File: config.mk
export PLATFORM = sky130hd
export DESIGN_NAME = jtag_ir_param_flat
export DESIGN_NICKNAME = d
export VERILOG_FILES = /design/src/rtl/jtag_pkg.sv /design/src/rtl/jtag_ir_param_if.sv /design/src/rtl/jtag_ir_decode.sv /design/src/rtl/jtag_ir_param.sv /design/src/flat_wrapper.sv
export SDC_FILE = /design/constraint.sdc
export NUM_CORES = 1
export LEC_CHECK = 0
export ABC_AREA = 1
export ABC_CLOCK_PERIOD_IN_PS = 1200
export CAP_MARGIN = 10
export CORE_MARGIN = 2
export CORE_UTILIZATION = 35
export CTS_CLUSTER_SIZE = 24
export DETAILED_ROUTE_END_ITERATION = 10
export GPL_TIMING_DRIVEN = 0
export SYNTH_ARGS = -nofsm -noshare
export SYNTH_HDL_FRONTEND = slang
export SYNTH_SLANG_ARGS = --single-unit
export TNS_END_PERCENT = 30
File: constraint.sdc
create_clock -name clkIR -period 1.2 [get_ports clkIR]
set_clock_uncertainty 0.15 [all_clocks]
set_input_delay 0.24 -clock clkIR [delete_from_list [all_inputs] [get_ports clkIR]]
set_output_delay 0.24 -clock clkIR [all_outputs]
set_load 0.005 [all_outputs]
File: src/rtl/jtag_pkg.sv
// Shared JTAG definitions: default IR opcodes, the default opcode table and the
// table indices used by the instruction register.
package jtag_pkg;
    localparam int DEF_IR_W    = 4;
    localparam int DEF_N_INSTR = 6;

    localparam logic [3:0] BYPASS         = 4'b1111;
    localparam logic [3:0] IDCODE         = 4'b0001;
    localparam logic [3:0] SAMPLE_PRELOAD = 4'b0010;
    localparam logic [3:0] EXTEST         = 4'b0000;
    localparam logic [3:0] INTEST         = 4'b0110;
    localparam logic [3:0] PROGRAM        = 4'b0101;

    localparam int IDX_BYPASS         = 0;
    localparam int IDX_IDCODE         = 1;
    localparam int IDX_SAMPLE_PRELOAD = 2;
    localparam int IDX_EXTEST         = 3;
    localparam int IDX_INTEST         = 4;
    localparam int IDX_PROGRAM        = 5;

    // Entry k lives at bits [k*IR_W +: IR_W], so index 0 is the rightmost field.
    localparam logic [DEF_N_INSTR*DEF_IR_W-1:0] DEF_OPCODES =
        {PROGRAM, INTEST, EXTEST, SAMPLE_PRELOAD, IDCODE, BYPASS};

    localparam int DEF_BYPASS_IDX = IDX_BYPASS;
    localparam int DEF_RESET_IDX  = IDX_IDCODE;
endpackage

File: src/rtl/jtag_ir_param_if.sv
// TAP-controller <-> instruction-register signal bundle.
interface jtag_ir_param_if
    import jtag_pkg::*;
#(
    parameter int IR_W    = DEF_IR_W,
    parameter int N_INSTR = DEF_N_INSTR
);
    logic               capIR;
    logic               shIR;
    logic               upIR;
    logic               tdi;
    logic [IR_W-1:0]    piData;
    logic               tdo_mux;
    logic               tdo_en;
    logic [IR_W-1:0]    instr_code;
    logic [N_INSTR-1:0] instrB;
    logic               ir_err;

    modport master (
        output capIR, shIR, upIR, tdi, piData,
        input  tdo_mux, tdo_en, instr_code, instrB, ir_err
    );

    modport slave (
        input  capIR, shIR, upIR, tdi, piData,
        output tdo_mux, tdo_en, instr_code, instrB, ir_err
    );
endinterface

File: src/rtl/jtag_ir_decode.sv
// Opcode to one-hot priority matcher; lowest matching table index wins,
// unmatched opcodes select BYPASS.
module jtag_ir_decode
    import jtag_pkg::*;
#(
    parameter int                        IR_W       = DEF_IR_W,
    parameter int                        N_INSTR    = DEF_N_INSTR,
    parameter logic [N_INSTR*IR_W-1:0]   OPCODES    = DEF_OPCODES,
    parameter int                        BYPASS_IDX = DEF_BYPASS_IDX
) (
    input  logic [IR_W-1:0]    code,
    output logic [N_INSTR-1:0] onehot
);
    logic [N_INSTR-1:0] hit;

    always_comb begin
        hit = '0;
        // Scan downwards so the lowest matching index is written last.
        for (int k = N_INSTR - 1; k >= 0; k--) begin
            if (OPCODES[k*IR_W +: IR_W] == code)
                hit = N_INSTR'(1) << k;
        end
        onehot = (hit != '0) ? hit : (N_INSTR'(1) << BYPASS_IDX);
    end
endmodule

File: src/rtl/jtag_ir_param.sv
// JTAG instruction register: capture/shift on posedge clkIR, update and TDO
// on negedge, with a short-shift guard that suppresses the update.
module jtag_ir_param
    import jtag_pkg::*;
#(
    parameter int                      IR_W       = DEF_IR_W,
    parameter int                      N_INSTR    = DEF_N_INSTR,
    parameter logic [N_INSTR*IR_W-1:0] OPCODES    = DEF_OPCODES,
    parameter int                      BYPASS_IDX = DEF_BYPASS_IDX,
    parameter int                      RESET_IDX  = DEF_RESET_IDX
) (
    input  logic            clkIR,
    input  logic            reset,
    jtag_ir_param_if.slave  bus
);
    localparam int                 CW         = $clog2(IR_W + 1);
    localparam logic [CW-1:0]      CNT_MAX    = CW'(IR_W);
    localparam logic [IR_W-1:0]    RST_CODE   = OPCODES[RESET_IDX*IR_W +: IR_W];
    localparam logic [N_INSTR-1:0] RST_ONEHOT = N_INSTR'(1) << RESET_IDX;

    logic [IR_W-1:0]    sr_d, sr_q;
    logic [CW-1:0]      cnt_d, cnt_q;
    logic               tdo_mux_d, tdo_mux_q;
    logic               tdo_en_d, tdo_en_q;
    logic [IR_W-1:0]    instr_code_d, instr_code_q;
    logic [N_INSTR-1:0] instr_b_d, instr_b_q;
    logic               ir_err_d, ir_err_q;
    logic [N_INSTR-1:0] dec_onehot;

    jtag_ir_decode #(
        .IR_W       (IR_W),
        .N_INSTR    (N_INSTR),
        .OPCODES    (OPCODES),
        .BYPASS_IDX (BYPASS_IDX)
    ) u_decode (
        .code   (sr_q),
        .onehot (dec_onehot)
    );

    always_comb begin
        sr_d  = sr_q;
        cnt_d = cnt_q;
        if (!reset) begin
            sr_d  = '0;
            cnt_d = '0;
        end else if (bus.capIR) begin
            sr_d       = bus.piData;
            sr_d[1:0]  = 2'b01;
            cnt_d      = '0;
        end else if (bus.shIR) begin
            sr_d = {bus.tdi, sr_q[IR_W-1:1]};
            if (cnt_q != CNT_MAX)
                cnt_d = cnt_q + CW'(1);
        end
    end

    always_ff @(posedge clkIR) begin
        sr_q  <= sr_d;
        cnt_q <= cnt_d;
    end

    // Update sees the count left by the preceding posedge, so a capture in the
    // same cycle (cnt = 0) always counts as a short shift.
    always_comb begin
        tdo_mux_d    = sr_q[0];
        tdo_en_d     = bus.shIR;
        instr_code_d = instr_code_q;
        instr_b_d    = instr_b_q;
        ir_err_d     = ir_err_q;
        if (!reset) begin
            tdo_mux_d    = 1'b0;
            tdo_en_d     = 1'b0;
            instr_code_d = RST_CODE;
            instr_b_d    = RST_ONEHOT;
            ir_err_d     = 1'b0;
        end else if (bus.upIR) begin
            if (cnt_q == CNT_MAX) begin
                instr_code_d = sr_q;
                instr_b_d    = dec_onehot;
                ir_err_d     = 1'b0;
            end else begin
                ir_err_d     = 1'b1;
            end
        end
    end

    always_ff @(negedge clkIR) begin
        tdo_mux_q    <= tdo_mux_d;
        tdo_en_q     <= tdo_en_d;
        instr_code_q <= instr_code_d;
        instr_b_q    <= instr_b_d;
        ir_err_q     <= ir_err_d;
    end

    assign bus.tdo_mux    = tdo_mux_q;
    assign bus.tdo_en     = tdo_en_q;
    assign bus.instr_code = instr_code_q;
    assign bus.instrB     = instr_b_q;
    assign bus.ir_err     = ir_err_q;
endmodule

File: src/flat_wrapper.sv
// flat-port wrapper written by rule: the top's interface ports become plain ports
module jtag_ir_param_flat import jtag_pkg::*;
#(
    parameter int                      IR_W       = DEF_IR_W,
    parameter int                      N_INSTR    = DEF_N_INSTR,
    parameter logic [N_INSTR*IR_W-1:0] OPCODES    = DEF_OPCODES,
    parameter int                      BYPASS_IDX = DEF_BYPASS_IDX,
    parameter int                      RESET_IDX  = DEF_RESET_IDX
)
  (clkIR, reset, bus_capIR, bus_shIR, bus_upIR, bus_tdi, bus_piData, bus_tdo_mux, bus_tdo_en, bus_instr_code, bus_instrB, bus_ir_err);
  jtag_ir_param_if #(.IR_W(IR_W), .N_INSTR(N_INSTR)) bus_i ();
  input  logic clkIR;
  input  logic reset;
  input wire logic [$bits(bus_i.capIR)-1:0] bus_capIR;
  input wire logic [$bits(bus_i.shIR)-1:0] bus_shIR;
  input wire logic [$bits(bus_i.upIR)-1:0] bus_upIR;
  input wire logic [$bits(bus_i.tdi)-1:0] bus_tdi;
  input wire logic [$bits(bus_i.piData)-1:0] bus_piData;
  output wire logic [$bits(bus_i.tdo_mux)-1:0] bus_tdo_mux;
  output wire logic [$bits(bus_i.tdo_en)-1:0] bus_tdo_en;
  output wire logic [$bits(bus_i.instr_code)-1:0] bus_instr_code;
  output wire logic [$bits(bus_i.instrB)-1:0] bus_instrB;
  output wire logic [$bits(bus_i.ir_err)-1:0] bus_ir_err;
  assign bus_i.capIR = bus_capIR;
  assign bus_i.shIR = bus_shIR;
  assign bus_i.upIR = bus_upIR;
  assign bus_i.tdi = bus_tdi;
  assign bus_i.piData = bus_piData;
  assign bus_tdo_mux = bus_i.tdo_mux;
  assign bus_tdo_en = bus_i.tdo_en;
  assign bus_instr_code = bus_i.instr_code;
  assign bus_instrB = bus_i.instrB;
  assign bus_ir_err = bus_i.ir_err;
  jtag_ir_param #(.IR_W(IR_W), .N_INSTR(N_INSTR), .OPCODES(OPCODES), .BYPASS_IDX(BYPASS_IDX), .RESET_IDX(RESET_IDX)) u_core (.clkIR(clkIR), .reset(reset), .bus(bus_i));
endmodule
==> results of run 1 <==
[placed cells by master, fill, tap and decap left out, drive strengths merged]
master | Yosys | routed
clkinv | 1 | 2
ha | 2 | 2
nand2 | 37 | 37
o211ai | 1 | 1
buf | 3 | 20
o21ai | 3 | 3
nand3b | 1 | 1
nand3 | 10 | 11
clkdlybuf4s50 | 0 | 5
dfxtp | 20 | 20
nor2 | 16 | 16
a21oi | 7 | 7
nand4 | 2 | 2
inv | 19 | 31
clkbuf | 0 | 3
[layer usage]
layer | vias to the layer above | global-route usage (%)
met5 | - | 0
met4 | 0 | 6.41
met3 | 2 | 2.50
met2 | 16 | 26.0
met1 | 379 | 16.5
li1 | 456 | -
[cells by family after synthesis]
kind of cell,after synthesis,synth area share (%)
AO/OA/AOI/OAI,11,6.67
buffers and inverters,23,10.9
flip-flops,20,46.4
AND/OR/NAND/NOR,66,33.2
adder cells (fa/ha/maj),2,2.90
[power by group through the flow]
stage	Sequential, uW	Clock [uW]	Combinational, uW
finish	697	498	133
global route	699	565	149
CTS	698	511	121
detailed placement	711	71.6	121
global placement	710	71.6	119
floorplan	708	71.6	73.6
[critical path: stages (launching register included)]
cell     delay (ps)
dfxtp_2         350
inv_2            80
ha_4            170
nand3_4         140
nor2_2          150
nand3_1          90
nand2_1          70
[path summary, 6_finish.rpt]
path                                  endpoint                              start  slack (ps)  cells past startpoint
max          u_core.bus.instrB[2]$_SDFFE_NN0P_       u_core.cnt_q[0]$_SDFFE_PP0P_        -590                      6
min                u_core.sr_q[2]$_SDFFE_PN0P_                              reset          70                      3
max reg2reg  u_core.bus.instrB[2]$_SDFFE_NN0P_       u_core.cnt_q[0]$_SDFFE_PP0P_        -590                      6
min reg2reg  u_core.bus.instrB[5]$_SDFFE_NN0P_  u_core.bus.instrB[5]$_SDFFE_NN0P_         290                      2
[registers in the layout, indices dropped and copies added, names as in the netlist]
register / cells
u_core.bus.tdo_mux: 1
u_core.sr_q: 4
u_core.bus.instrB: 6
u_core.cnt_q: 3
u_core.bus.instr_code: 4
u_core.bus.ir_err: 1
u_core.bus.tdo_en: 1
[per-stage QoR]
step | setup slack (ps) | TNS [ps] | area, sq um | hold slack, ps | utilization [%]
6_report | -595 | -13990 | 1220 | 70.5 | 53.6
5_1_grt | -656 | -15360 | 1220 | 89.3 | 53.6
4_1_cts | -607 | -13710 | 1150 | 51.0 | 50.4
3_5_place_dp | -929 | -19010 | 1100 | 284 | 48.3
3_3_place_gp | -919 | -18590 | 1100 | 278 | 48.3
2_1_floorplan | -545 | -7150 | 885 | 242 | -
[what timing repair did]
item / 4_1_cts / 5_1_grt
cloned: 1 / 0
setup buffers: 1 / 3
gates resized for setup: 67 / 13
setup endpoints to repair: 27 / 28
pin swaps: 1 / 2
[layout make-up]
cell class | instances | area, sq um | area share [%]
plain buffers | 3 | 17.5 | 1.44
flip-flops and latches | 20 | 420 | 34.5
clock inverters | 14 | 53.8 | 4.41
well taps | 28 | 35.0 | 2.87
clock buffers | 3 | 22.5 | 1.85
repair buffers | 22 | 176 | 14.5
multi-input cells | 80 | 415 | 34.1
inverters | 19 | 78.8 | 6.46
==> key figures, run 1 <==
Run status
  • Outcome: finished with violations
  • Failing checks: setup timing

STA
  • Hold Fails Final Rpt: 0
  • Final slew viol count: 0
  • Final setup fails: 28
  • PnR worst setup slack: -595 ps
  • RSZ-0062 raised after global routing: true
  • Relative max-transition margin: 81.1%
  • Worst-Margin Slew: 284 ps

Synthesis
  • Synth Area per Inst: 7.08 sq um
  • Syn Inst Count: 122
  • Area contributors post-synth: dfxtp_1 (46%), nand2_1 (16%), inv_1 (7.8%)
  • Post-synthesis register bit count: 20
  • Syn nets: about 130
  • EDFF count, synth: 0
  • Seq/Total Area, Yosys: 46.4%
  • Yosys top cell by area: dfxtp_1
  • Post-synth top flop: dfxtp_1
  • Fraction of registers with async set/reset: 0%
  • Synth cell types: 17
  • Most numerous cell in the Yosys netlist: nand2_1
  • Commonest cells post-synth: nand2_1 (37), dfxtp_1 (20), inv_1 (18)
  • Synth Cell Area: 863 sq um
  • Warnings from Yosys: 0
  • Top-area cell type share of the netlist area: 46.4%

Detailed routing
  • Met3 wire len: 83 um
  • Antenna-violating nets left: 0
  • Iter 0 DRT Violations: 8
  • Vias: 853
  • Met2 WL post-DR: roughly 950 um
  • DR top layer: met4
  • Drt total wl: 1.90 mm
  • Post-DR vias/cell: between 4 and 5
  • DRC Markers: 0
  • Drt first pass iters: 4
  • Routed len/inst: 10.0 um
  • Met1 WL: 852 um

Clock tree
  • Clk slew on worst S/H paths: 120 ps
  • CTS tree: built
  • Clock Path Buffers: 2
  • Worst-skew pair later-pin latency: 300 ps
  • Hold_buf cts: 0
  • CTS sink cnt: 20
  • H-tree levels: 1
  • CTS root buffer: clkbuf_4
  • Total CTS buffers: 3

Finish
  • Fillers: 225
  • Area grow syn2layout: 41.3%
  • Fraction of layout cells with a size suffix above 1: 34.2%
  • Layout Nets: 174
  • Antenna cells: 0
  • Final Non-Filler Cells: ~190

Floorplan
  • Core area: 2280 sq um
  • Die height: 53.7 um
  • IO Count: 23
  • Horiz. Die Dim: 53.7 um
  • Row count: 17
  • Initial core utilization: 37.9%
  • Die area: ~2900 sq um

Min path
  • Hold Crit Class: input port to flip-flop

Placed design
  • Port buffer count: 18
  • Placer Congestion: 0.750
  • Hpwl dp: 1.29 mm
  • Post-Place Cells: 168

Power and ir drop
  • Net Sw Power: 407 uW
  • Power Density: 1090 nW/um^2
  • Sequential fraction of design power: 52.5%
  • Internal Power: between 900 and 1000 uW
  • VDD IR max: 0.000773 V
  • Power Total: about 1300 uW
  • Sw frac: 30.6%
  • Clock power share: between 30% and 40%
  • Gate power share: 10.0%
  • Leakage: roughly 0.00063 uW

Critical path
  • Worst Path Arrival: between 1000 and 1500 ps
  • Critical path fanouts, max: 5
  • Startpoint Class: flip-flop
  • Critical path type: flip-flop to flip-flop
  • Critical Path Sink Type: flip-flop
  • Req. time, crit path: 760 ps

Run
  • Max-cap viol count: 0

Global routing
  • Largest net degree at the start of global routing: 12
  • Antenna violations before repair: 0
  • GRT Resource Usage Total: 14.4%
  • Vias in the first global route: 745
  • Global-route wire length before repair: 3.00 mm
  • Grt total ovfl: 0
No activity file was read; power rests on OpenSTA's default activity.
==> inputs of run 2 (changes only) <==
--- a/config.mk
+++ b/config.mk
@@ -7,7 +7,6 @@
 export LEC_CHECK = 0
 export ABC_AREA = 1
 export ABC_CLOCK_PERIOD_IN_PS = 1200
-export CAP_MARGIN = 10
 export CORE_MARGIN = 2
 export CORE_UTILIZATION = 35
 export CTS_CLUSTER_SIZE = 24
==> results of run 2 <==
Same layout as run 1: the final DEF is identical, and so are final timing and power.
==> inputs of run 3 (changes only) <==
--- a/config.mk
+++ b/config.mk
@@ -6,12 +6,12 @@
 export NUM_CORES = 1
 export LEC_CHECK = 0
 export ABC_AREA = 1
-export ABC_CLOCK_PERIOD_IN_PS = 1200
-export CORE_MARGIN = 2
+export ABC_CLOCK_PERIOD_IN_PS = 1800
 export CORE_UTILIZATION = 35
 export CTS_CLUSTER_SIZE = 24
 export DETAILED_ROUTE_END_ITERATION = 10
 export GPL_TIMING_DRIVEN = 0
+export SLEW_MARGIN = 20
 export SYNTH_ARGS = -nofsm -noshare
 export SYNTH_HDL_FRONTEND = slang
 export SYNTH_SLANG_ARGS = --single-unit
==> constraint.sdc (replaced) <==
create_clock -name clkIR -period 1.8 [get_ports clkIR]
set_clock_uncertainty 0.15 [all_clocks]
set_input_delay 0.36 -clock clkIR [delete_from_list [all_inputs] [get_ports clkIR]]
set_output_delay 0.36 -clock clkIR [all_outputs]
set_load 0.005 [all_outputs]
==> run 3 against run 2 <==
The run still ends with setup timing left. Register-to-register slack improved by 240 ps. Die area shrank 7.3%. Cell area shrank 2.2%. Global-route usage grew 0.54 points. Total power fell by 34%. First-iteration DRC count increased by 130%. Critical path type is now flip-flop to output port. Largest power group unchanged.
==> key figures, run 3 (synthesized netlist as in run 1, its figures left out) <==
STA
  • Relative max-transition margin: 81.7% (+0.66 points)
  • Final setup fails: 24 (-14%)
  • Final slew viol count: 0 (unchanged)
  • RSZ-0062 raised after global routing: true
  • Worst-Margin Slew: 274 ps (-9.95 ps)
  • PnR worst setup slack: -391 ps (+204 ps)
  • Setup TNS: -8130 ps (+5860 ps)
  • Hold Fails Final Rpt: 0 (unchanged)

Global routing
  • GRT Resource Usage Total: 15.0% (+0.54 points)
  • Grt total ovfl: 0 (unchanged)
  • Largest net degree at the start of global routing: 12 (unchanged)
  • Global-route wire length before repair: 3.02 mm (+0.70%)
  • Vias in the first global route: 759 (+1.9%)
  • Antenna violations before repair: 0 (unchanged)

Clock tree
  • H-tree levels: 1 (unchanged)
  • CTS sink cnt: 20 (unchanged)
  • Clk slew on worst S/H paths: 110 ps (about the same)
  • CTS tree: built
  • Hold_buf cts: 0 (unchanged)
  • Clock Path Buffers: 2 (unchanged)
  • CTS root buffer: clkbuf_4
  • Total CTS buffers: 3 (unchanged)
  • Worst-skew pair later-pin latency: 300 ps (about the same)

Critical path
  • Top delay family on crit path: flip-flops
  • Req. time, crit path: 1290 ps (+530 ps)
  • CP max-delay cell: dfxtp_2
  • Max incr delay on CP: 310 ps (-40 ps)
  • Crit-path cells: buf_2
  • Crit path depth: 1 (-5)
  • Critical path type: flip-flop to output port
  • Critical path fanouts, max: 2 (-3)
  • FF-to-FF path depth: 6 (unchanged)
  • Startpoint Class: flip-flop
  • Worst Path Arrival: 1680 ps (+330 ps)
  • Buf/Inv on CP: 1 (unchanged)
  • Critical Path Sink Type: output port

Detailed routing
  • Drt total wl: 1.89 mm (-0.32%)
  • Post-DR vias/cell: 4.55 (+0.78%)
  • DRC Markers: 0 (unchanged)
  • Drt first pass iters: 4 (unchanged)
  • Vias: 846 (-0.82%)
  • Routed len/inst: 10.2 um (+1.3%)
  • Iter 0 DRT Violations: 18 (+10)
  • Antenna-violating nets left: 0 (unchanged)

Placed design
  • Place WS: -748 ps (+181 ps)
  • Post-Place Cell Area: 1100 sq um (unchanged)
  • Hpwl dp: 1.32 mm (+2.5%)
  • Port buffer count: 18 (unchanged)
  • Placer Congestion: 0.751 (about the same)

Power and ir drop
  • Power Density: 730 nW/um^2 (-33%)
  • Net Sw Power: 257 uW (-37%)
  • Sw frac: 29.5% (-1.1 points)
  • Power Total: 871 uW (-34%)
  • VDD IR max: 0.000550 V (-29%)
  • Leakage: 0.000614 uW (-3.3%)
  • Sequential fraction of design power: 53.4% (+0.9 points)
  • Internal Power: 614 uW (-33%)
  • Gate power share: 9.8% (-0.2 points)
  • Clock power share: 36.8% (-0.7 points)

Floorplan
  • Die height: 51.7 um (-3.7%)
  • Horiz. Die Dim: 51.7 um (-3.7%)
  • IO Count: 23 (unchanged)
  • Row count: 17 (unchanged)
  • Core area: 2280 sq um (unchanged)
  • Initial core utilization: 37.9% (unchanged)
  • Die area: 2670 sq um (-7.3%)

Finish
  • Final Cell Area: 1190 sq um (-2.2%)
  • Fraction of layout cells with a size suffix above 1: 32.3% (-1.9 points)
  • Antenna cells: 0 (unchanged)
  • Commonest non-fill, non-tap cell in the layout: nand2_1
  • Layout Nets: 171 (-1.7%)
  • Most frequent cells in the layout: nand2_1 (34), inv_1 (27), nor2_1 (14)
  • Final core occ: 52.4% (-1.2 points)
  • Max reg flops: 6 (unchanged)
  • Fillers: 229 (+1.8%)
  • Area grow syn2layout: 38.3%

Run
  • Max-cap viol count: 0 (unchanged)

Run status
  • Failing checks: setup timing
  • Outcome: finished with violations

Min path
  • Hold path cells: 3 (unchanged)
  • Hold Crit Class: input port to flip-flop
[run 3: repair_timing]
item                       in CTS  in global routing
pin swaps                       2                  4
gates cloned                    0                  1
buffers inserted                0                  1
gates resized for setup        63                 12
setup endpoints to repair      24                 24
[run 3: power by group through the flow]
stage / Clock [uW] / Sequential (uW) / Combinational [uW]
floorplan: 47.7 / 472 / 49.1
global placement: 47.7 / 473 / 79.4
finish: 321 / 466 / 85.2
CTS: 335 / 465 / 77.8
detailed placement: 47.7 / 474 / 81.9
global route: 376 / 466 / 95.4
[run 3: path summary, 6_finish.rpt]
kind                                          start                                end  slack (ps)
setup / recovery  u_core.bus.instrB[0]$_SDFFE_NN0P_                      bus_instrB[0]        -390
hold / removal                                reset        u_core.sr_q[3]$_SDFFE_PN0P_         200
setup reg to reg       u_core.cnt_q[0]$_SDFFE_PP0P_  u_core.bus.instrB[3]$_SDFFE_NN0P_        -350
hold reg to reg   u_core.bus.instrB[2]$_SDFFE_NN0P_  u_core.bus.instrB[2]$_SDFFE_NN0P_         280
[run 3: layer usage]
| metal | global-route usage [%] | part of all wire (%) | wire length [um] |
|---|---|---|---|
| met5 | 0 | 0 | 0 |
| met4 | 4.05 | 1.0 | 19 |
| met3 | 2.63 | 4.1 | 77 |
| met2 | 26.4 | 51 | 969 |
| met1 | 18.6 | 44 | 822 |
[run 3: final cells by class]
class	instances	area, sq um	area share (%)
clock buffers	4	26.3	2.20
inverters	19	78.8	6.60
well taps	28	35.0	2.94
clock inverters	13	48.8	4.09
repair buffers	19	140	11.7
multi-input cells	80	430	36.1
plain buffers	3	17.5	1.47
flip-flops and latches	20	417	34.9
[run 3: stage by stage]
| stage | std cells | hold WS, ps |
|---|---|---|
| floorplan | 122 | 291 |
| global placement | 168 | 279 |
| detailed placement | 168 | 285 |
| CTS | 184 | 178 |
| global route | 186 | 210 |
| finish | 186 | 197 |
